File: src/rtl/wash_sequencer_pkg.sv
// Shared encodings for the wash sequencer: phase codes, action codes and
// the per-mode wash/rinse/spin durations in seconds (index = load mode).
package wash_pkg;

    typedef enum logic [2:0] {
        PH_IDLE  = 3'd0,
        PH_WASH  = 3'd1,
        PH_RINSE = 3'd2,
        PH_SPIN  = 3'd3,
        PH_DONE  = 3'd4
    } phase_t;

    localparam logic [3:0] ACT_NONE     = 4'd0;
    localparam logic [3:0] ACT_ROTATE   = 4'd1;
    localparam logic [3:0] ACT_STEW     = 4'd2;
    localparam logic [3:0] ACT_FILL     = 4'd3;
    localparam logic [3:0] ACT_DRAIN    = 4'd4;
    localparam logic [3:0] ACT_FWD_SPIN = 4'd5;
    localparam logic [3:0] ACT_REV_SPIN = 4'd6;
    localparam logic [3:0] ACT_DONE     = 4'd10;

    // Width of the in-phase second counter and of the duration constants.
    localparam int DW = 5;

    localparam logic [DW-1:0] WASH_DUR  [4] = '{5'd0,  5'd10, 5'd15, 5'd20};
    localparam logic [DW-1:0] RINSE_DUR [4] = '{5'd0,  5'd10, 5'd15, 5'd20};
    localparam logic [DW-1:0] SPIN_DUR  [4] = '{5'd15, 5'd10, 5'd15, 5'd20};

    // Length of the given phase for the given load mode.
    function automatic logic [DW-1:0] phase_dur(phase_t ph, logic [1:0] m);
        logic [DW-1:0] d;
        case (ph)
            PH_WASH:  d = WASH_DUR[m];
            PH_RINSE: d = RINSE_DUR[m];
            PH_SPIN:  d = SPIN_DUR[m];
            default:  d = '0;
        endcase
        return d;
    endfunction

    // Action shown to the LEDs for a phase and its elapsed seconds.
    function automatic logic [3:0] action_for(phase_t ph, logic [DW-1:0] s);
        logic [DW-1:0] m3;
        logic [3:0]    a;
        m3 = s % DW'(3);
        case (ph)
            PH_WASH:  a = s[0] ? ACT_STEW : ACT_ROTATE;
            PH_RINSE: begin
                case (m3)
                    DW'(0):  a = ACT_FILL;
                    DW'(1):  a = ACT_ROTATE;
                    default: a = ACT_DRAIN;
                endcase
            end
            PH_SPIN: begin
                case (s[1:0])
                    2'd0:    a = ACT_FWD_SPIN;
                    2'd2:    a = ACT_REV_SPIN;
                    default: a = ACT_DRAIN;
                endcase
            end
            PH_DONE:  a = ACT_DONE;
            default:  a = ACT_NONE;
        endcase
        return a;
    endfunction

endpackage

File: src/rtl/wash_sequencer_if.sv
// Panel-to-sequencer-to-display bundle.
// Handshake: start is a one-cycle strobe with no ready; it is taken only on a
// clock edge where on=1 and the sequencer sits in IDLE or DONE, otherwise it
// is dropped. mode/rinse_n are sampled on that same edge. All display
// outputs are registered levels.
interface wash_sequencer_if #(
    parameter int TW           = 8,
    parameter int WATER_LEVELS = 8
);
    logic                    on;
    logic                    start;
    logic [1:0]              mode;
    logic [1:0]              rinse_n;
    logic [2:0]              phase;
    logic [3:0]              action;
    logic [TW-1:0]           remain;
    logic [3:0]              bcd_tens;
    logic [3:0]              bcd_ones;
    logic [WATER_LEVELS-1:0] water;
    logic [1:0]              rinse_idx;
    logic                    done;

    modport master (
        output on, start, mode, rinse_n,
        input  phase, action, remain, bcd_tens, bcd_ones, water, rinse_idx, done
    );

    modport slave (
        input  on, start, mode, rinse_n,
        output phase, action, remain, bcd_tens, bcd_ones, water, rinse_idx, done
    );
endinterface

File: src/rtl/wash_sequencer_tick_gen.sv
// wash_tick_gen: one-second prescaler. Emits a tick on the last cycle of a
// second and reports the water level k the prescaler will hold after the
// coming edge, so the top can register water aligned with the prescaler.
module wash_tick_gen #(
    parameter  int TICK_CYCLES  = 100_000_000,
    parameter  int WATER_LEVELS = 8,
    localparam int PW           = (TICK_CYCLES > 1) ? $clog2(TICK_CYCLES) : 1,
    localparam int KW           = $clog2(WATER_LEVELS + 1)
) (
    input  logic          clk,
    input  logic          rst,
    input  logic          i_en,
    input  logic          i_clr,
    output logic          o_tick,
    output logic [KW-1:0] o_k_next
);
    localparam int STEP = TICK_CYCLES / WATER_LEVELS;

    logic [PW-1:0] r_presc;
    logic [PW-1:0] w_presc_next;
    logic          w_wrap;
    int unsigned   w_k_raw;

    assign w_wrap = (r_presc == PW'(TICK_CYCLES - 1));
    assign o_tick = i_en && !i_clr && w_wrap;

    // Next prescaler value: clear wins, then count with wrap, else hold.
    always_comb begin
        w_presc_next = r_presc;
        if (i_clr)
            w_presc_next = '0;
        else if (i_en)
            w_presc_next = w_wrap ? '0 : r_presc + PW'(1);
    end

    // Water level of the next prescaler value, clamped to the thermometer width.
    always_comb begin
        w_k_raw = 32'(w_presc_next) / 32'(STEP);
        if (w_k_raw > 32'(WATER_LEVELS))
            w_k_raw = 32'(WATER_LEVELS);
    end
    assign o_k_next = KW'(w_k_raw);

    // Prescaler register.
    always_ff @(posedge clk or negedge rst) begin
        if (!rst)
            r_presc <= '0;
        else
            r_presc <= w_presc_next;
    end
endmodule

File: src/rtl/wash_sequencer.sv
// wash_sequencer: wash / N rinse / spin program sequencer with pause and
// restart. Optional feature macro WASH_SEQ_ABORT_EN: when defined, a start
// taken while running aborts straight back to IDLE.
module wash_sequencer
    import wash_pkg::*;
#(
    parameter int TICK_CYCLES  = 100_000_000,
    parameter int WATER_LEVELS = 8,
    parameter int TW           = 8
) (
    input  logic            clk,
    input  logic            rst,
    wash_sequencer_if.slave bus
);
    localparam int KW = $clog2(WATER_LEVELS + 1);

    phase_t                  r_phase, w_nxt_phase;
    logic [DW-1:0]           r_s, w_nxt_s;
    logic [TW-1:0]           r_remain, w_nxt_remain;
    logic [1:0]              r_rinse_idx, w_nxt_rinse_idx;
    logic [1:0]              r_mode, r_rinse_n;
    logic [3:0]              r_action, w_nxt_action;
    logic [WATER_LEVELS-1:0] r_water, w_nxt_water;
    logic [3:0]              r_bcd_tens, r_bcd_ones, w_nxt_tens, w_nxt_ones;
    logic                    r_done;
    logic                    w_running, w_start_ok, w_abort, w_tick;
    logic [KW-1:0]           w_k_next, w_fill_n;
    logic [1:0]              w_rn_eff;
    logic [TW-1:0]           w_total;

    assign w_running  = (r_phase == PH_WASH) || (r_phase == PH_RINSE) || (r_phase == PH_SPIN);
    assign w_start_ok = bus.on && bus.start && ((r_phase == PH_IDLE) || (r_phase == PH_DONE));
`ifdef WASH_SEQ_ABORT_EN
    assign w_abort    = bus.on && bus.start && w_running;
`else
    assign w_abort    = 1'b0;
`endif

    // Program length for the mode/rinse count presented with the start strobe.
    assign w_rn_eff = (bus.rinse_n == 2'd0) ? 2'd1 : bus.rinse_n;
    assign w_total  = TW'(WASH_DUR[bus.mode]) + TW'(RINSE_DUR[bus.mode]) * TW'(w_rn_eff)
                    + TW'(SPIN_DUR[bus.mode]);

    wash_tick_gen #(
        .TICK_CYCLES  (TICK_CYCLES),
        .WATER_LEVELS (WATER_LEVELS)
    ) u_tick (
        .clk      (clk),
        .rst      (rst),
        .i_en     (w_running && bus.on),
        .i_clr    (w_start_ok || w_abort),
        .o_tick   (w_tick),
        .o_k_next (w_k_next)
    );

    // State register: phase FSM, counters, latched settings and registered outputs.
    always_ff @(posedge clk or negedge rst) begin
        if (!rst) begin
            r_phase     <= PH_IDLE;
            r_s         <= '0;
            r_remain    <= '0;
            r_rinse_idx <= '0;
            r_mode      <= '0;
            r_rinse_n   <= 2'd1;
            r_action    <= ACT_NONE;
            r_water     <= '0;
            r_bcd_tens  <= '0;
            r_bcd_ones  <= '0;
            r_done      <= 1'b0;
        end else begin
            r_phase     <= w_nxt_phase;
            r_s         <= w_nxt_s;
            r_remain    <= w_nxt_remain;
            r_rinse_idx <= w_nxt_rinse_idx;
            r_action    <= w_nxt_action;
            r_water     <= w_nxt_water;
            r_bcd_tens  <= w_nxt_tens;
            r_bcd_ones  <= w_nxt_ones;
            r_done      <= (w_nxt_phase == PH_DONE);
            if (w_start_ok) begin
                r_mode    <= bus.mode;
                r_rinse_n <= w_rn_eff;
            end
        end
    end

    // Next state: start loads a fresh program, abort empties it, a tick
    // advances the second counters and moves on when a phase runs out.
    always_comb begin
        w_nxt_phase     = r_phase;
        w_nxt_s         = r_s;
        w_nxt_remain    = r_remain;
        w_nxt_rinse_idx = r_rinse_idx;
        if (w_start_ok) begin
            w_nxt_s      = '0;
            w_nxt_remain = w_total;
            if (WASH_DUR[bus.mode] != '0)
                w_nxt_phase = PH_WASH;
            else if (RINSE_DUR[bus.mode] != '0)
                w_nxt_phase = PH_RINSE;
            else if (SPIN_DUR[bus.mode] != '0)
                w_nxt_phase = PH_SPIN;
            else
                w_nxt_phase = PH_DONE;
            w_nxt_rinse_idx = (w_nxt_phase == PH_RINSE) ? 2'd1 : 2'd0;
        end else if (w_abort) begin
            w_nxt_phase     = PH_IDLE;
            w_nxt_s         = '0;
            w_nxt_remain    = '0;
            w_nxt_rinse_idx = '0;
        end else if (w_tick) begin
            w_nxt_remain = r_remain - TW'(1);
            if (r_s + DW'(1) == phase_dur(r_phase, r_mode)) begin
                w_nxt_s = '0;
                if (r_phase == PH_WASH && RINSE_DUR[r_mode] != '0) begin
                    w_nxt_phase     = PH_RINSE;
                    w_nxt_rinse_idx = 2'd1;
                end else if (r_phase == PH_RINSE && r_rinse_idx < r_rinse_n) begin
                    w_nxt_rinse_idx = r_rinse_idx + 2'd1;
                end else begin
                    w_nxt_rinse_idx = '0;
                    if (r_phase != PH_SPIN && SPIN_DUR[r_mode] != '0)
                        w_nxt_phase = PH_SPIN;
                    else
                        w_nxt_phase = PH_DONE;
                end
            end else begin
                w_nxt_s = r_s + DW'(1);
            end
        end
    end

    // Output decode from the next state so every output is a plain register.
    always_comb begin
        w_nxt_action = action_for(w_nxt_phase, w_nxt_s);
        w_fill_n     = '0;
        case (w_nxt_phase)
            PH_WASH:  w_fill_n = KW'(WATER_LEVELS);
            PH_RINSE: begin
                if (w_nxt_action == ACT_FILL)
                    w_fill_n = w_k_next;
                else if (w_nxt_action == ACT_DRAIN)
                    w_fill_n = KW'(WATER_LEVELS) - w_k_next;
                else
                    w_fill_n = KW'(WATER_LEVELS);
            end
            default:  w_fill_n = '0;
        endcase
        for (int i = 0; i < WATER_LEVELS; i++)
            w_nxt_water[i] = (i < int'(w_fill_n));
        if (w_nxt_remain > TW'(99)) begin
            w_nxt_tens = 4'd9;
            w_nxt_ones = 4'd9;
        end else begin
            w_nxt_tens = 4'(w_nxt_remain / TW'(10));
            w_nxt_ones = 4'(w_nxt_remain % TW'(10));
        end
    end

    assign bus.phase     = r_phase;
    assign bus.action    = r_action;
    assign bus.remain    = r_remain;
    assign bus.bcd_tens  = r_bcd_tens;
    assign bus.bcd_ones  = r_bcd_ones;
    assign bus.water     = r_water;
    assign bus.rinse_idx = r_rinse_idx;
    assign bus.done      = r_done;
endmodule

File: src/flat_wrapper.sv
// flat-port wrapper written by rule: the top's interface ports become plain ports
module wash_sequencer_flat import wash_pkg::*;
#(
    parameter int TICK_CYCLES  = 100_000_000,
    parameter int WATER_LEVELS = 8,
    parameter int TW           = 8
)
  (clk, rst, bus_on, bus_start, bus_mode, bus_rinse_n, bus_phase, bus_action, bus_remain, bus_bcd_tens, bus_bcd_ones, bus_water, bus_rinse_idx, bus_done);
  wash_sequencer_if #(.TW(TW), .WATER_LEVELS(WATER_LEVELS)) bus_i ();
  input  logic clk;
  input  logic rst;
  input wire logic [$bits(bus_i.on)-1:0] bus_on;
  input wire logic [$bits(bus_i.start)-1:0] bus_start;
  input wire logic [$bits(bus_i.mode)-1:0] bus_mode;
  input wire logic [$bits(bus_i.rinse_n)-1:0] bus_rinse_n;
  output wire logic [$bits(bus_i.phase)-1:0] bus_phase;
  output wire logic [$bits(bus_i.action)-1:0] bus_action;
  output wire logic [$bits(bus_i.remain)-1:0] bus_remain;
  output wire logic [$bits(bus_i.bcd_tens)-1:0] bus_bcd_tens;
  output wire logic [$bits(bus_i.bcd_ones)-1:0] bus_bcd_ones;
  output wire logic [$bits(bus_i.water)-1:0] bus_water;
  output wire logic [$bits(bus_i.rinse_idx)-1:0] bus_rinse_idx;
  output wire logic [$bits(bus_i.done)-1:0] bus_done;
  assign bus_i.on = bus_on;
  assign bus_i.start = bus_start;
  assign bus_i.mode = bus_mode;
  assign bus_i.rinse_n = bus_rinse_n;
  assign bus_phase = bus_i.phase;
  assign bus_action = bus_i.action;
  assign bus_remain = bus_i.remain;
  assign bus_bcd_tens = bus_i.bcd_tens;
  assign bus_bcd_ones = bus_i.bcd_ones;
  assign bus_water = bus_i.water;
  assign bus_rinse_idx = bus_i.rinse_idx;
  assign bus_done = bus_i.done;
  wash_sequencer #(.TICK_CYCLES(TICK_CYCLES), .WATER_LEVELS(WATER_LEVELS), .TW(TW)) u_core (.clk(clk), .rst(rst), .bus(bus_i));
endmodule
File: config.mk
export PLATFORM = sky130hd
export DESIGN_NAME = wash_sequencer_flat
export DESIGN_NICKNAME = d
export VERILOG_FILES = /design/src/rtl/wash_sequencer_pkg.sv /design/src/rtl/wash_sequencer_if.sv /design/src/rtl/wash_sequencer_tick_gen.sv /design/src/rtl/wash_sequencer.sv /design/src/flat_wrapper.sv
export SDC_FILE = /design/constraint.sdc
export NUM_CORES = 1
export LEC_CHECK = 0
export CAP_MARGIN = 0
export CORE_UTILIZATION = 60
export DETAILED_ROUTE_END_ITERATION = 6
export GPL_TIMING_DRIVEN = 0
export PLACE_DENSITY = 0.8
export RECOVER_POWER = 100
export SLEW_MARGIN = 15
export SYNTH_ARGS = -nofsm -noshare
export SYNTH_HDL_FRONTEND = slang
export SYNTH_SLANG_ARGS = --single-unit
File: constraint.sdc
create_clock -name clk -period 8.3 [get_ports clk]
set_clock_uncertainty 0.1 [all_clocks]
set_input_delay 1.66 -clock clk [delete_from_list [all_inputs] [get_ports clk]]
set_output_delay 1.66 -clock clk [all_outputs]
set_load 0.005 [all_outputs]
==> results of run 1 <==
[layer usage]
layer | vias up | wire [um]
met1 | 3388 | 8780
met3 | 35 | 1730
met4 | 0 | 356
met5 | - | 0
li1 | 3395 | -
met2 | 357 | 8750
[path summary, 6_finish.rpt]
check,slack [ns],end,from,cells after the start
worst min-delay path,0.37,u_core.r_rinse_n[0],u_core.r_rinse_n[0],2
worst max-delay path,0.26,u_core.bus.water[4],bus_start,26
max in group asynchronous,3.50,u_core.bus.water[4],rst,2
min in group asynchronous,1.35,u_core.r_s[3],rst,1
worst min register to register,0.37,u_core.r_rinse_n[0],u_core.r_rinse_n[0],2
worst max register to register,0.65,u_core.bus.water[4],u_core.u_tick.r_presc[0],28
[logic make-up after synthesis]
group	Yosys count
AOI/OAI and AO/OA	203
muxes	19
adders and majority gates	34
buffers and inverters	84
and+or+nand+nor	427
xor gates and xnor gates	64
DFF	70
[area by class of cell]
type | count | area share (%)
clock inverter | 5 | 0.722
inverter | 43 | 1.98
tap | 143 | 2.20
multi-input combinational | 747 | 62.9
timing repair buffer | 49 | 5.58
buffer | 40 | 2.27
clock buffer | 11 | 2.86
sequential | 70 | 21.5
[worst max-delay path, cell delays in order]
cell and delay (ns):
clkdlybuf4s50_1 0.45, and3_4 0.21, or4_4 0.58, and4_1 0.20, buf_2 0.19, o21a_1 0.21, buf_4 0.18, a2111oi_4 0.39
xor2_2 0.14, nand2b_1 0.21, or4_4 0.56, o211ai_4 0.15, mux2i_1 0.28, o211ai_1 0.21, or3_4 0.47, o21a_1 0.22
o21a_1 0.22, nor4_4 0.30, a31oi_1 0.16, nand2b_1 0.18, ha_1 0.28, nand2_1 0.04, a21o_1 0.21, or2_2 0.30
nand2b_1 0.10, o21bai_1 0.11
[registers in the layout (all words and copies together) (netlist names)]
signal	cells
u_core.bus.action	4
u_core.bus.bcd_ones	4
u_core.bus.bcd_tens	4
u_core.bus.done	1
u_core.bus.phase	3
u_core.bus.remain	8
u_core.bus.rinse_idx	2
u_core.bus.water	8
u_core.r_mode	2
u_core.r_rinse_n	2
u_core.r_s	5
u_core.u_tick.r_presc	27
[repair_timing]
item	in CTS	in global routing
gates resized for setup	6	28
cloned	0	0
pin swaps	0	4
setup buffers	2	5
endpoints found under the setup margin	7	9
[through the flow]
| stage | setup WS (ns) | util (%) | total power, mW | cell area, um2 |
|---|---|---|---|---|
| floorplan | 0.455 | - | 1.03 | 7070 |
| global placement | -0.514 | 66.7 | 1.29 | 7650 |
| detailed placement | -0.447 | 67.0 | 1.30 | 7680 |
| CTS | 0.0289 | 69.9 | 1.71 | 8020 |
| global route | -0.0790 | 71.0 | 1.84 | 8140 |
| finish | 0.255 | 71.0 | 1.72 | 8140 |
[power groups by stage]
stage	clock, mW	sequential, mW	combinational (mW)
2_1_floorplan	0	0.497	0.532
3_3_place_gp	0	0.504	0.783
3_5_place_dp	0	0.503	0.801
4_1_cts	0.394	0.499	0.815
5_1_grt	0.407	0.510	0.923
6_report	0.389	0.501	0.828
[cells in the mapped netlist (all sizes together) (14+ instances only)]
library cell,n
and2,25
nand4,15
or3,16
o21a,14
xor2,21
nand3,49
inv,43
nor3,36
and3,22
xnor2,43
dfrtp,69
clkbuf,29
nor4,15
o21ai,41
nand2,95
ha,25
mux2i,15
a21oi,36
nor2,87
o211ai,14
==> qor.yml, run 1 <==
die_width_um: 111
rows: 39
muxShareOfSynthArea_pct: 2.81
synth_xor_area_share_pct: 8.14
nets: 1001
syn_nets: 942
cts_made_buffers: 9
synth_area_leaders: "dfrtp_1, xnor2_1, nand2_1"
vdd_drop_max_mv: 0.273
critPathArrivalTime_ns: 8.21
p_int_mw: 1.05
synthAdderAreaFrac_pct: 6.83
synth_top_family_by_area: "simple AND/OR/NAND/NOR gates"
tns_ns: 0
regArea_um2: 1750
dr_total_vias: 7175
path_clk_slew_ns: 0.06
coreArea_um2: 11500
cp-start-kind: "input pin"
synth-edff-count: 0
antenna_cells: 0
syn_inst: 901
clock_sinks: 70
synth-seq-cells: 70
grt_antenna_before_repair: 0
grt_max_degree: 54
cts_root_buf: "clkbuf_16"
layout_common_cells: "nand2_1, nor2_1, dfrtp_1"
start_util_pct: 61.7
synth_compound_gate_area_share_pct: 20.4
p_sw_share_pct: 38.7
tritoncts: "yes"
yosys_warnings: 0
top_level_ports: 42
drv_slew: 54
ys_async_sr_fraction_pct: 100
post_synth.cell_area_avg_um2: 7.85
maxCapViolations: 1
globalRouteMet3Util_pct: 5.65
grt_pass1_vias: 6642
grt_pass1_wl_um: 32900
drive_above_1_share_pct: 10.5
setup_viol: 0
drc_errors: 2
grt_overflow: 0
hp-class: "flip-flop to flip-flop"
final_antenna_net_count: 0
critPathKind: "input pin to flip-flop"
numPortBuffers: 40
use_met2_pct: 51.5
wire_per_inst_um: 17.7
syn_area_um2: 7070
htreeDepth: 3
p_sw_mw: 0.666
multi_input_area_um2: 5120
synthToLayoutAreaGrowth_pct: 15.1
grt_usage_pct: 33.1
yosys.area.top_type: "dfrtp_1"
power_frac_comb_pct: 48.2
synth_ff_type: "dfrtp_1"
setup.worst_path.end_class: "flip-flop"
die_h_um: 111
gp_congestion: 0.943
die_area_um2: 12200
timing.final.crit_share_pct: 96.9
instances_no_fill: 1108
ys_seq_area_share_pct: 24.8
cts_max_path_buffers: 2
p_leak_nw: 3.30
violations: "DRC, capacitance limit, slew limit"
hold-worst-slack_ns: 0.365
first_pass_iters: 7
routed_wl_um: 19600
first_iter_violations: 685
use_met1_pct: 47.7
max_freq_mhz: 124
min_period_ns: 8.04
hpwlAfterDp_um: 14400
clock_power_share_pct: 22.6
synth_top_cell_area_share_pct: 24.4
grt_busiest_layer: "met2"
dp.cells: 1086
seq_power_share_pct: 29.1
status: "finished with violations"
clk_latency_ns: 0.35
slew_headroom_pct: -92.1
layout_commonest_cell: "nand2_1"
p_per_area_nw_per_um2: 211
hold_buffers: 0
ys_types: 94
yosys.area_share.simple_pct: 32.2
grt_setup_unrepaired: "true"
viasPerCell: 6.48
required_ns: 8.47
worst_pin_slew_ns: 2.88
path_max_fanout: 10
finalHoldViolations: 0
num-fill-cells: 937
No activity file was read; power rests on OpenSTA's default activity.
==> run 2: changes to the inputs <==
Settings changed: CELL_PAD_IN_SITES_DETAIL_PLACEMENT set to 0, CELL_PAD_IN_SITES_GLOBAL_PLACEMENT set to 1, CORE_UTILIZATION 60 to 46, GPL_ROUTABILITY_DRIVEN set to 1, PLACE_DENSITY 0.8 to unset, PLACE_DENSITY_LB_ADDON set to 0.1.
==> run 2 against run 1 <==
  * The flow finishes with violations (capacitance limit, slew limit)
  * Utilization down 15 points
  * Total power rose by 2.2%
  * Setup slack got worse by 0.075 ns
  * Critical path depth is 1 higher
  * Sequential share of layout area fell by 0.49 points
==> qor.yml, run 2 (synthesis gave the netlist of run 1 again) <==
vdd_drop_max_mv: 0.193
place_ws_ns: -0.709
grt_antenna_before_repair: 0
first_pass_iters: 5
critPathKind: "input pin to flip-flop"
hp-class: "flip-flop to flip-flop"
viasPerCell: 6.21
grt_max_degree: 58
max_freq_mhz: 123
die_width_um: 126
status: "finished with violations"
largest_reg_flops: 27
first_iter_violations: 476
layout_commonest_cell: "nand2_1"
path_max_fanout: 10
timing.final.crit_share_pct: 97.8
wire_per_inst_um: 19.1
rows: 44
grt_pass1_vias: 6827
required_ns: 8.46
layout_common_cells: "nand2_1, nor2_1, dfrtp_1"
clk_latency_ns: 0.34
coreArea_um2: 14800
grt_overflow: 0
finalHoldViolations: 0
top_level_ports: 42
maxCapViolations: 1
slew_headroom_pct: -113
cp-start-kind: "input pin"
antenna_cells: 0
final_antenna_net_count: 0
tritoncts: "yes"
path_clk_slew_ns: 0.06
numPortBuffers: 40
die_area_um2: 15900
nets: 1010
drv_slew: 58
p_leak_nw: 3.41
dr_total_vias: 7192
p_per_area_nw_per_um2: 211
setup_viol: 0
regMostFlops: "u_core.u_tick.r_presc"
critPathArrivalTime_ns: 8.28
fin_ws_ns: 0.180
hpwlAfterDp_um: 16500
routed_wl_um: 22100
setup.worst_path.end_class: "flip-flop"
worst_pin_slew_ns: 3.19
power.total_mw: 1.76
drc_errors: 0
start_util_pct: 47.9
min_period_ns: 8.12
synthToLayoutAreaGrowth_pct: 17.8
violations: "capacitance limit, slew limit"
grt_setup_unrepaired: "true"
cts_root_buf: "clkbuf_16"
cts_max_path_buffers: 2
drive_above_1_share_pct: 12.1
grt_usage_pct: 28.1
cts_made_buffers: 9
grt_pass1_wl_um: 35600
gp_congestion: 0.925
clock_sinks: 70
die_h_um: 126
htreeDepth: 3
run 2: what timing repair did:
action | in CTS | in global routing
pin swaps | 0 | 10
hold buffers | 0 | 0
setup endpoints to repair | 7 | 11
buffers inserted | 1 | 17
resized for setup | 9 | 33
run 2: path summary, 6_finish.rpt:
path	start	to	slack (ns)	cells after the start
worst max-delay path	bus_start	u_core.bus.water[4]	0.18	27
worst min-delay path	u_core.r_rinse_n[0]	u_core.r_rinse_n[0]	0.36	2
worst max register to register	u_core.u_tick.r_presc[0]	u_core.bus.water[4]	0.57	28
worst min register to register	u_core.r_rinse_n[0]	u_core.r_rinse_n[0]	0.36	2
max in group asynchronous	rst	u_core.bus.water[5]	3.33	2
min in group asynchronous	rst	u_core.r_s[3]	1.27	1
run 2: area by class of cell:
| class | count | area (um2) |
|---|---|---|
| Multi-Input combinational cell | 747 | 5150 |
| Tap cell | 184 | 230 |
| Inverter | 43 | 161 |
| Buffer | 39 | 186 |
| Timing Repair Buffer | 59 | 533 |
| Fill cell | 1403 | 6420 |
| Sequential cell | 70 | 1750 |
| Clock buffer | 13 | 250 |
| Clock inverter | 3 | 67.6 |
run 2: worst max-delay path, stage by stage:
cell and delay [ns]:
clkdlybuf4s50_1 0.45, and3_4 0.22, or4_4 0.59, and4_1 0.19, buf_4 0.18, o21a_1 0.19
buf_4 0.17, o32ai_2 0.28, a31oi_2 0.10, or2_1 0.29, or4_4 0.58, o211ai_4 0.16
mux2i_2 0.28, o211ai_1 0.21, buf_4 0.20, or4_1 0.53, a22oi_2 0.15, xor2_1 0.11
nor4_2 0.36, a31oi_2 0.15, nand2b_1 0.17, ha_1 0.27, nand2_1 0.05, a21o_1 0.22
or2_2 0.30, nand2b_1 0.09, o21bai_1 0.11
run 2: stage by stage:
step | TNS, ns | instance area, um2 | hold WS [ns] | instances | util, %
2_1_floorplan | 0 | 7070 | 0.339 | 901 | -
3_3_place_gp | -3.97 | 7700 | 0.354 | 1125 | 52.2
3_5_place_dp | -4.30 | 7740 | 0.359 | 1126 | 52.4
4_1_cts | 0 | 8100 | 0.369 | 1143 | 54.9
5_1_grt | -0.0720 | 8330 | 0.387 | 1158 | 56.5
6_report | 0 | 8330 | 0.363 | 1158 | 56.5
run 2: layer usage:
metal  GRT usage, %  vias to the layer above  wire length [um]  share of wire [%]
met3           4.21                       38              1180                5.4
met2           44.4                      224              9960                 45
met1           39.6                     3539             10400                 47
li1               -                     3391                 -                  -
met5              0                        -                 0                  0
met4           8.86                        0               520                2.4
run 2: where the power goes:
group | internal (mW) | switching, mW
registers | 0.432 | 0.0691
logic | 0.376 | 0.453
clock network | 0.272 | 0.154
==> run 3: changes to the inputs <==
Settings changed: SETUP_SLACK_MARGIN set to 0.4.
==> run 3 against run 2 <==
  * The flow still finishes with violations (capacitance limit, slew limit)
  * Sequential power is essentially flat
  * Total power grew 0.42%
  * Register-to-register slack gained 0.18 ns
  * Non-clock buffer count grew 24
  * Combinational power grew 1%
  * Clock-buffer cell count is the same
  * Maximum frequency grew 3.7%
  * Die area is the same
  * Flip-flop and latch count is the same
  * Via count grew 2.0%
  * Routed wire length grew 1.8%
  * Critical endpoint unchanged
  * Highest routed layer unchanged
==> qor.yml, run 3 (synthesis gave the netlist of run 1 again) <==
place_ws_ns: -0.709
path_clk_slew_ns: 0.06
wire_per_inst_um: 19.0
viasPerCell: 6.21
final_design_area_no_fill_um2: 8710
reg2reg_slack_ns: 0.75
grt_usage_pct: 28.6
setup_viol: 0
drive_above_1_share_pct: 16.3
nets: 1034
placed_area_um2: 7740
numPortBuffers: 40
grt_setup_unrepaired: "true"
slowest_delay_ns: 0.54
hpwlAfterDp_um: 16500
grt_pass1_wl_um: 36200
grt_max_degree: 58
hold_buffers: 0
regMostFlops: "u_core.u_tick.r_presc"
status: "finished with violations"
timing.final.crit_share_pct: 94.3
coreArea_um2: 14800
postLayoutCoreUtil_pct: 59.0
power_frac_comb_pct: 47.4
path_max_fanout: 10
slew_headroom_pct: -112
drv_slew: 58
cts_max_path_buffers: 2
max_freq_mhz: 128
top_level_ports: 42
fin_ws_ns: 0.469
critPathKind: "input pin to flip-flop"
worst_pin_slew_ns: 3.19
clock_sinks: 70
start_util_pct: 47.9
vdd_drop_max_mv: 0.193
gp_congestion: 0.925
die_width_um: 126
p_sw_mw: 0.686
globalRouteMet3Util_pct: 4.29
slowest_stage: "or4_4"
required_ns: 8.46
layout_common_cells: "nand2_1, nor2_1, dfrtp_1"
hold-worst-slack_ns: 0.362
routed_wl_um: 22500
largest_reg_flops: 27
finalHoldViolations: 0
critPathArrivalTime_ns: 7.99
grt_overflow: 0
use_met1_pct: 39.8
hp-class: "flip-flop to flip-flop"
p_leak_nw: 3.60
first_iter_violations: 553
synthToLayoutAreaGrowth_pct: 23.1
layout_commonest_cell: "nand2_1"
dr_total_vias: 7338
antenna_cells: 0
rows: 44
p_int_mw: 1.08
setup.worst_path.end_class: "flip-flop"
grt_pass1_vias: 6989
cts_made_buffers: 9
first_pass_iters: 5
clock_power_share_pct: 24.2
p_per_area_nw_per_um2: 203
die_area_um2: 15900
maxCapViolations: 1
use_met2_pct: 45.3
die_h_um: 126
htreeDepth: 3
cts_root_buf: "clkbuf_16"
final_antenna_net_count: 0
tns_ns: 0
tritoncts: "yes"
cp-start-kind: "input pin"
grt_busiest_layer: "met2"
min_period_ns: 7.83
violations: "capacitance limit, slew limit"
seq_power_share_pct: 28.4
p_sw_share_pct: 38.9
grt_antenna_before_repair: 0
clk_latency_ns: 0.35
drc_errors: 0
[run 3: cell count changes in the layout (fill, tap and decap cells not counted), moves of 3 or more]
| cell | change |
|---|---|
| clkdlybuf4s50_1 | -21 |
| buf_4 | +20 |
| buf_6 | +3 |
| a21oi_1 | -4 |
| dlygate4sd3_1 | +20 |
| clkbuf_1 | +3 |
| a21oi_2 | +4 |
[run 3: final cells by class]
cell class	instances	area, um2
Tap cell	184	230
Inverter	43	161
Buffer	41	209
Timing Repair Buffer	81	698
Sequential cell	70	1750
Fill cell	1380	6050
Clock buffer	13	250
Clock inverter	3	67.6
Multi-Input combinational cell	747	5340
[run 3: power groups by stage]
stage	registers (mW)	logic (mW)	clock network [mW]
2_1_floorplan	0.497	0.532	0
5_1_grt	0.510	0.940	0.449
3_3_place_gp	0.504	0.799	0
6_report	0.500	0.837	0.427
3_5_place_dp	0.507	0.813	0
4_1_cts	0.503	0.834	0.433
[run 3: worst paths after layout]
check,to,start,depth (start not counted)
worst max-delay path,u_core.bus.water[4],bus_on,30
worst min-delay path,u_core.r_rinse_n[0],u_core.r_rinse_n[0],2
worst max register to register,u_core.bus.water[4],u_core.u_tick.r_presc[0],31
worst min register to register,u_core.r_rinse_n[0],u_core.r_rinse_n[0],2
max in group asynchronous,u_core.bus.water[7],rst,2
min in group asynchronous,u_core.r_s[3],rst,1
[run 3: metal layers]
metal	wire length (um)	share of wire (%)	vias up
met4	596	2.7	0
li1	-	-	3446
met3	1340	6.0	41
met5	0	0	-
met1	10300	46	3591
met2	10200	45	260
[run 3: worst max-delay path: cells and delay by family]
kind / cells / cell delay [ns]
simple gates: 13 / 3.02
compound gates: 7 / 1.29
buf+inv: 6 / 1.16
fa+ha+maj: 1 / 0.14
xor+xnor: 2 / 0.39
mux: 1 / 0.30
[run 3: through the flow]
| stage | total power [mW] | cells |
|---|---|---|
| after global placement | 1.30 | 1125 |
| after detailed placement | 1.32 | 1126 |
| after floorplan | 1.03 | 901 |
| after CTS | 1.77 | 1163 |
| final | 1.76 | 1182 |
| after global routing | 1.90 | 1182 |
[run 3: what timing repair did]
action | in CTS | in global routing
hold endpoints to repair | 0 | 0
gates cloned | 0 | 1
buffers inserted | 21 | 18
gates resized for setup | 25 | 65
setup endpoints to repair | 10 | 11
pin swaps | 10 | 21
==> RTL edit 1: new RTL, flow settings as in run 2 <==
`TICK_CYCLES` is set to 100_000_000 in 3 places; all go to 400_000_000.
--- a/src/rtl/wash_sequencer_tick_gen.sv
+++ b/src/rtl/wash_sequencer_tick_gen.sv
@@ -3,5 +3,5 @@
 // coming edge, so the top can register water aligned with the prescaler.
 module wash_tick_gen #(
-    parameter  int TICK_CYCLES  = 100_000_000,
+    parameter  int TICK_CYCLES  = 400_000_000,
     parameter  int WATER_LEVELS = 8,
     localparam int PW           = (TICK_CYCLES > 1) ? $clog2(TICK_CYCLES) : 1,
--- a/src/rtl/wash_sequencer.sv
+++ b/src/rtl/wash_sequencer.sv
@@ -5,5 +5,5 @@
     import wash_pkg::*;
 #(
-    parameter int TICK_CYCLES  = 100_000_000,
+    parameter int TICK_CYCLES  = 400_000_000,
     parameter int WATER_LEVELS = 8,
     parameter int TW           = 8
--- a/src/flat_wrapper.sv
+++ b/src/flat_wrapper.sv
@@ -2,5 +2,5 @@
 module wash_sequencer_flat import wash_pkg::*;
 #(
-    parameter int TICK_CYCLES  = 100_000_000,
+    parameter int TICK_CYCLES  = 400_000_000,
     parameter int WATER_LEVELS = 8,
     parameter int TW           = 8
Function: no difference found for any inputs over 4 cycles, from zero or initial values and one cycle with rst low; that may be too few to reach the edited logic, so the function may still have changed.
==> RTL edit 1 against run 2 <==
The run still ends with capacitance limit, slew limit left. Critical path depth rose by 6. Routed wire length is 6.8% lower. Area after synthesis rose by 0.85%. Total power is 5.7% lower. Worst setup slack gained 180 ps. Cell area fell by 1.5%. Maximum frequency up 2.2%. Sequential cell count rose by 2. Critical endpoint is now u_core.bus.bcd_ones[3]$_DFF_PN0_. Largest power group unchanged.
==> RTL edit 1: results (changes against run 2) <==
[outcome]
status = complete, but fails checks  ; unchanged
violations = capacitance limit, slew limit  ; unchanged

[logic_synthesis]
synth_area_leaders = dfrtp_1 (25%), xnor2_1 (6.3%), ha_1 (4.9%)  ; was dfrtp_1 (24%), xnor2_1 (5.3%), nand2_1 (5.0%)
yosys.area_share.xor_xnor = 0.103  ; was 0.0814
synth_compound_area_frac = 0.223  ; was 0.204
synth_cell_types = 98  ; was 94
synth_fa_ha_area_frac = 0.0716  ; was 0.0683
seq_area_frac_synth = 0.253  ; was 0.248
syn_area_per_cell_um2 = 8.13  ; was 7.85 um2
synthMuxAreaShare = 0.0261  ; was 0.0281

[placement]
dpl_cell_area_um2 = 7790  ; was 7740 um2
place_congestion = 0.860  ; was 0.925
pre_cts_ws_ps = -1260  ; was -709 ps
hpwlAfterDp_um = 15700  ; was 16500 um

[finish]
largest_register_ffs = 29  ; was 27
finalNonFillerCells = 1128  ; was 1158
nNetsFinal = 979  ; was 1010
drive_gt1_frac = 0.110  ; was 0.121

[setup_path]
slowest_stage = fa_1  ; was or4_4
cpPeakStageDelay_ps = 550  ; was 590 ps
worstPathMaxFanout = 6  ; was 10

[drt]
drtIter0Drc = 410  ; was 476
vias = 6878  ; was 7192

[timing]
slew_viol_final = 51  ; was 58
hold_ws_ps = 399  ; was 363 ps
tightest_slew_ps = 2730  ; was 3190 ps

[global_route]
track_usage = 0.265  ; was 0.281
grt_pass1_wl_um = 33700  ; was 35600 um

[pwr]
power.leakage_nw = 3.45  ; was 3.41 nW
ir_drop_mv = 0.284  ; was 0.193 mV

[flow_run]
cap_violations = 1  ; unchanged

==> RTL edit 1: worst paths after layout <==
check | endpoint | slack, ps | startpoint | cells after the start
max in group asynchronous | u_core.bus.bcd_tens[2]$_DFF_PN0_ | 3410 | rst | 2
worst max-delay path | u_core.bus.bcd_ones[3]$_DFF_PN0_ | 360 | bus_mode[0] | 33
min in group asynchronous | u_core.u_tick.r_presc[3]$_DFF_PN0_ | 1490 | rst | 1
worst min register to register | u_core.r_rinse_n[0]$_DFFE_PN1N_ | 400 | u_core.r_rinse_n[0]$_DFFE_PN1N_ | 2
worst min-delay path | u_core.r_rinse_n[0]$_DFFE_PN1N_ | 400 | u_core.r_rinse_n[0]$_DFFE_PN1N_ | 2
worst max register to register | u_core.bus.water[6]$_DFF_PN0_ | 790 | u_core.u_tick.r_presc[15]$_DFF_PN0_ | 29
==> RTL edit 1: area by class of cell <==
cell class,count,area [um2]
fill,1425,6940
multi-input combinational,716,5070
sequential,72,1800
timing repair buffer,48,449
clock buffer,12,256
tap,188,235
inverter,55,206
buffer,33,160
clock inverter,4,27.5
==> RTL edit 1: metal layers <==
layer	GRT usage	part of all wire
met3	0.0553	0.064
met4	0.0716	0.014
met1	0.381	0.48
met5	0	0
met2	0.401	0.44
==> RTL edit 1: worst max-delay path: cells and delay by family <==
family,cells,cell delay (ps)
fa+ha+maj,6,2220
compound gates,13,1930
buf+inv,5,970
simple gates,7,710
mux,1,380
xor+xnor,1,150
==> RTL edit 1: what timing repair did <==
item	4_1_cts	5_1_grt
cloned	0	0
setup endpoints to repair	4	11
setup buffers	1	6
pin swaps	1	3
gates resized for setup	8	19
==> RTL edit 1: power by group <==
part	internal (mW)	switching (mW)	total [mW]
logic	0.362	0.420	0.782
clock network	0.219	0.160	0.379
registers	0.438	0.0573	0.496
==> RTL edit 2: new RTL, config.mk and constraints of run 2 <==
Made on the original files. Make the reset (`rst`) synchronous in 2 clocked blocks.
--- a/src/rtl/wash_sequencer_tick_gen.sv
+++ b/src/rtl/wash_sequencer_tick_gen.sv
@@ -43,5 +43,5 @@
 
     // Prescaler register.
-    always_ff @(posedge clk or negedge rst) begin
+    always_ff @(posedge clk) begin
         if (!rst)
             r_presc <= '0;
--- a/src/rtl/wash_sequencer.sv
+++ b/src/rtl/wash_sequencer.sv
@@ -55,5 +55,5 @@
 
     // State register: phase FSM, counters, latched settings and registered outputs.
-    always_ff @(posedge clk or negedge rst) begin
+    always_ff @(posedge clk) begin
         if (!rst) begin
             r_phase     <= PH_IDLE;
Check against the original RTL: differs if rst is asserted again (counterexample within 4 cycles, from zero or initial values and one cycle with rst low); with rst held inactive, the same outputs for 10 cycles.
==> RTL edit 2 against run 2 <==
Routed wire length rose by 4.7%. Cell area rose by 7.1%. Area after synthesis rose by 3.0%. Die area rose by 3.0%. Worst setup slack got worse by 7.8 ps. Sequential cell count did not move. Largest cell class unchanged.
Power is not compared: it rests on default switching activity, and its combinational part moved more than twofold at a synthesized area within 25%.
==> RTL edit 2: results (changes against run 2) <==
[logic_synthesis]
synthArstFlopShare = 0  ; was 1.00
synth_common_cells = nor2_1 (122), nand2_1 (88), dfxtp_1 (70)  ; was nand2_1 (95), nor2_1 (85), dfrtp_1 (69)
netlist_instances = 991  ; was 901
seq_area_frac_synth = 0.192  ; was 0.248
synth_fp_nets = 1033  ; was 942
synthDominantCellAreaShare = 0.192  ; was 0.244
synth_area_leaders = dfxtp_1 (19%), nor2_1 (6.3%), xnor2_1 (5.4%)  ; was dfrtp_1 (24%), xnor2_1 (5.3%), nand2_1 (5.0%)
synth_cell_types = 98  ; was 94

[global_route]
grt_use_met1 = 0.344  ; was 0.396
track_usage = 0.281  ; about the same
use_met2 = 0.511  ; was 0.444
grt_pass1_vias = 7079  ; was 6827
grt_max_degree = 16  ; was 58
grt_pass1_wl_um = 36100  ; was 35600 um
gr-usage-met3 = 0.0321  ; was 0.0421

[drt]
first_pass_iters = 7  ; was 5
drc = 0  ; unchanged
wl_met2_um = 11700  ; was 9960 um
drtIter0Drc = 498  ; was 476
vias = 7721  ; was 7192
wl_per_cell_um = 17.9  ; was 19.1 um
wl_met1_um = 10300  ; was 10400 um
wl_met3_um = 740  ; was 1180 um
drt-total-wl_um = 23100  ; was 22100 um

[hold_path]
hold_end = u_core.r_rinse_n[1]$_SDFFE_PN0N_  ; was u_core.r_rinse_n[0]$_DFFE_PN1N_
hp-class = register to register  ; unchanged
hold_depth = 2  ; unchanged
min_from = u_core.r_rinse_n[1]$_SDFFE_PN0N_  ; was u_core.r_rinse_n[0]$_DFFE_PN1N_

[pwr]
power.leakage_nw = 3.35

[clock_network]
cts-resized-gates = 23  ; was 9
root_buffer = clkbuf_16  ; unchanged
htreeDepth = 3  ; unchanged
post_cts_buffers = 2  ; was 1

[timing]
maxSlewHeadroom = 0.329  ; was -1.13
hold_ws_ps = 364  ; was 363 ps
setup_tns_ps = 0  ; unchanged

[finish]
fillers = 1466  ; was 1403
nNetsFinal = 1114  ; was 1010
top_register = u_core.u_tick.r_presc  ; unchanged
drive_gt1_frac = 0.154  ; was 0.121

[setup_path]
rr_startpoint = u_core.bus.phase[1]$_SDFF_PN0_  ; was u_core.u_tick.r_presc[0]$_DFF_PN0_
ff2ff_path_depth = 26  ; was 28
r2r-end = u_core.bus.water[4]$_SDFF_PN0_  ; was u_core.bus.water[4]$_DFF_PN0_
slowest_stage = or4_1  ; was or4_4
r2r_slack_ps = 1100  ; was 570 ps
cpPeakStageDelay_ps = 570  ; was 590 ps
arrival_ps = 8310  ; was 8280 ps

[outcome]
status = finished clean  ; was complete, but fails checks

[placement]
pre_cts_ws_ps = -726  ; was -709 ps
place_congestion = 0.931  ; was 0.925
hpwlAfterDp_um = 17600  ; was 16500 um
dpl_cell_area_um2 = 7950  ; was 7740 um2
port_buffers = 40  ; unchanged
place_inst = 1242  ; was 1126

[flow_run]
cap_violations = 0  ; was 1

## RTL edit 2: cell types whose count changed after synthesis, moves of 9 or more
cell and change:
dfrtp_1 -69, nor2_1 +37, dfxtp_1 +70, clkbuf_1 -10, and3_1 -9, nor4_1 +12
a21oi_1 +19
## RTL edit 2: worst max path at each step
stage                     slack, ps   start  cells after the start                              to
after floorplan                 760  bus_on                     25  u_core.bus.water[4]$_SDFF_PN0_
after CTS                        20  bus_on                     25  u_core.bus.water[4]$_SDFF_PN0_
after detailed placement       -730  bus_on                     26  u_core.bus.water[4]$_SDFF_PN0_
final                           170  bus_on                     28  u_core.bus.water[4]$_SDFF_PN0_
after global routing            -70  bus_on                     27  u_core.bus.water[4]$_SDFF_PN0_
after global placement         -770  bus_on                     26  u_core.bus.water[4]$_SDFF_PN0_
## RTL edit 2: logic make-up (layout without fill, tap and decap cells)
group | after synthesis | in the layout | share of synthesized area
simple gates | 457 | 457 | 0.327
compound gates | 265 | 265 | 0.262
buf+inv | 82 | 168 | 0.0470
flops | 70 | 70 | 0.192
xor+xnor | 62 | 62 | 0.0745
fa+ha+maj | 35 | 35 | 0.0680
mux | 20 | 20 | 0.0288
## RTL edit 2: layout make-up
| class | count | area, um2 | share of cell area |
|---|---|---|---|
| Multi-Input combinational cell | 839 | 5990 | 0.671 |
| Clock buffer | 9 | 225 | 0.0252 |
| Timing Repair Buffer | 70 | 628 | 0.0703 |
| Clock inverter | 7 | 62.6 | 0.00701 |
| Sequential cell | 70 | 1400 | 0.157 |
| Inverter | 43 | 161 | 0.0181 |
| Tap cell | 211 | 264 | 0.0296 |
| Buffer | 39 | 194 | 0.0217 |
## RTL edit 2: worst min-delay path: cells and delay by family (launching register included)
family	cells	cell delay, ps
simple gates	1	50
compound gates	1	50
flops	1	310
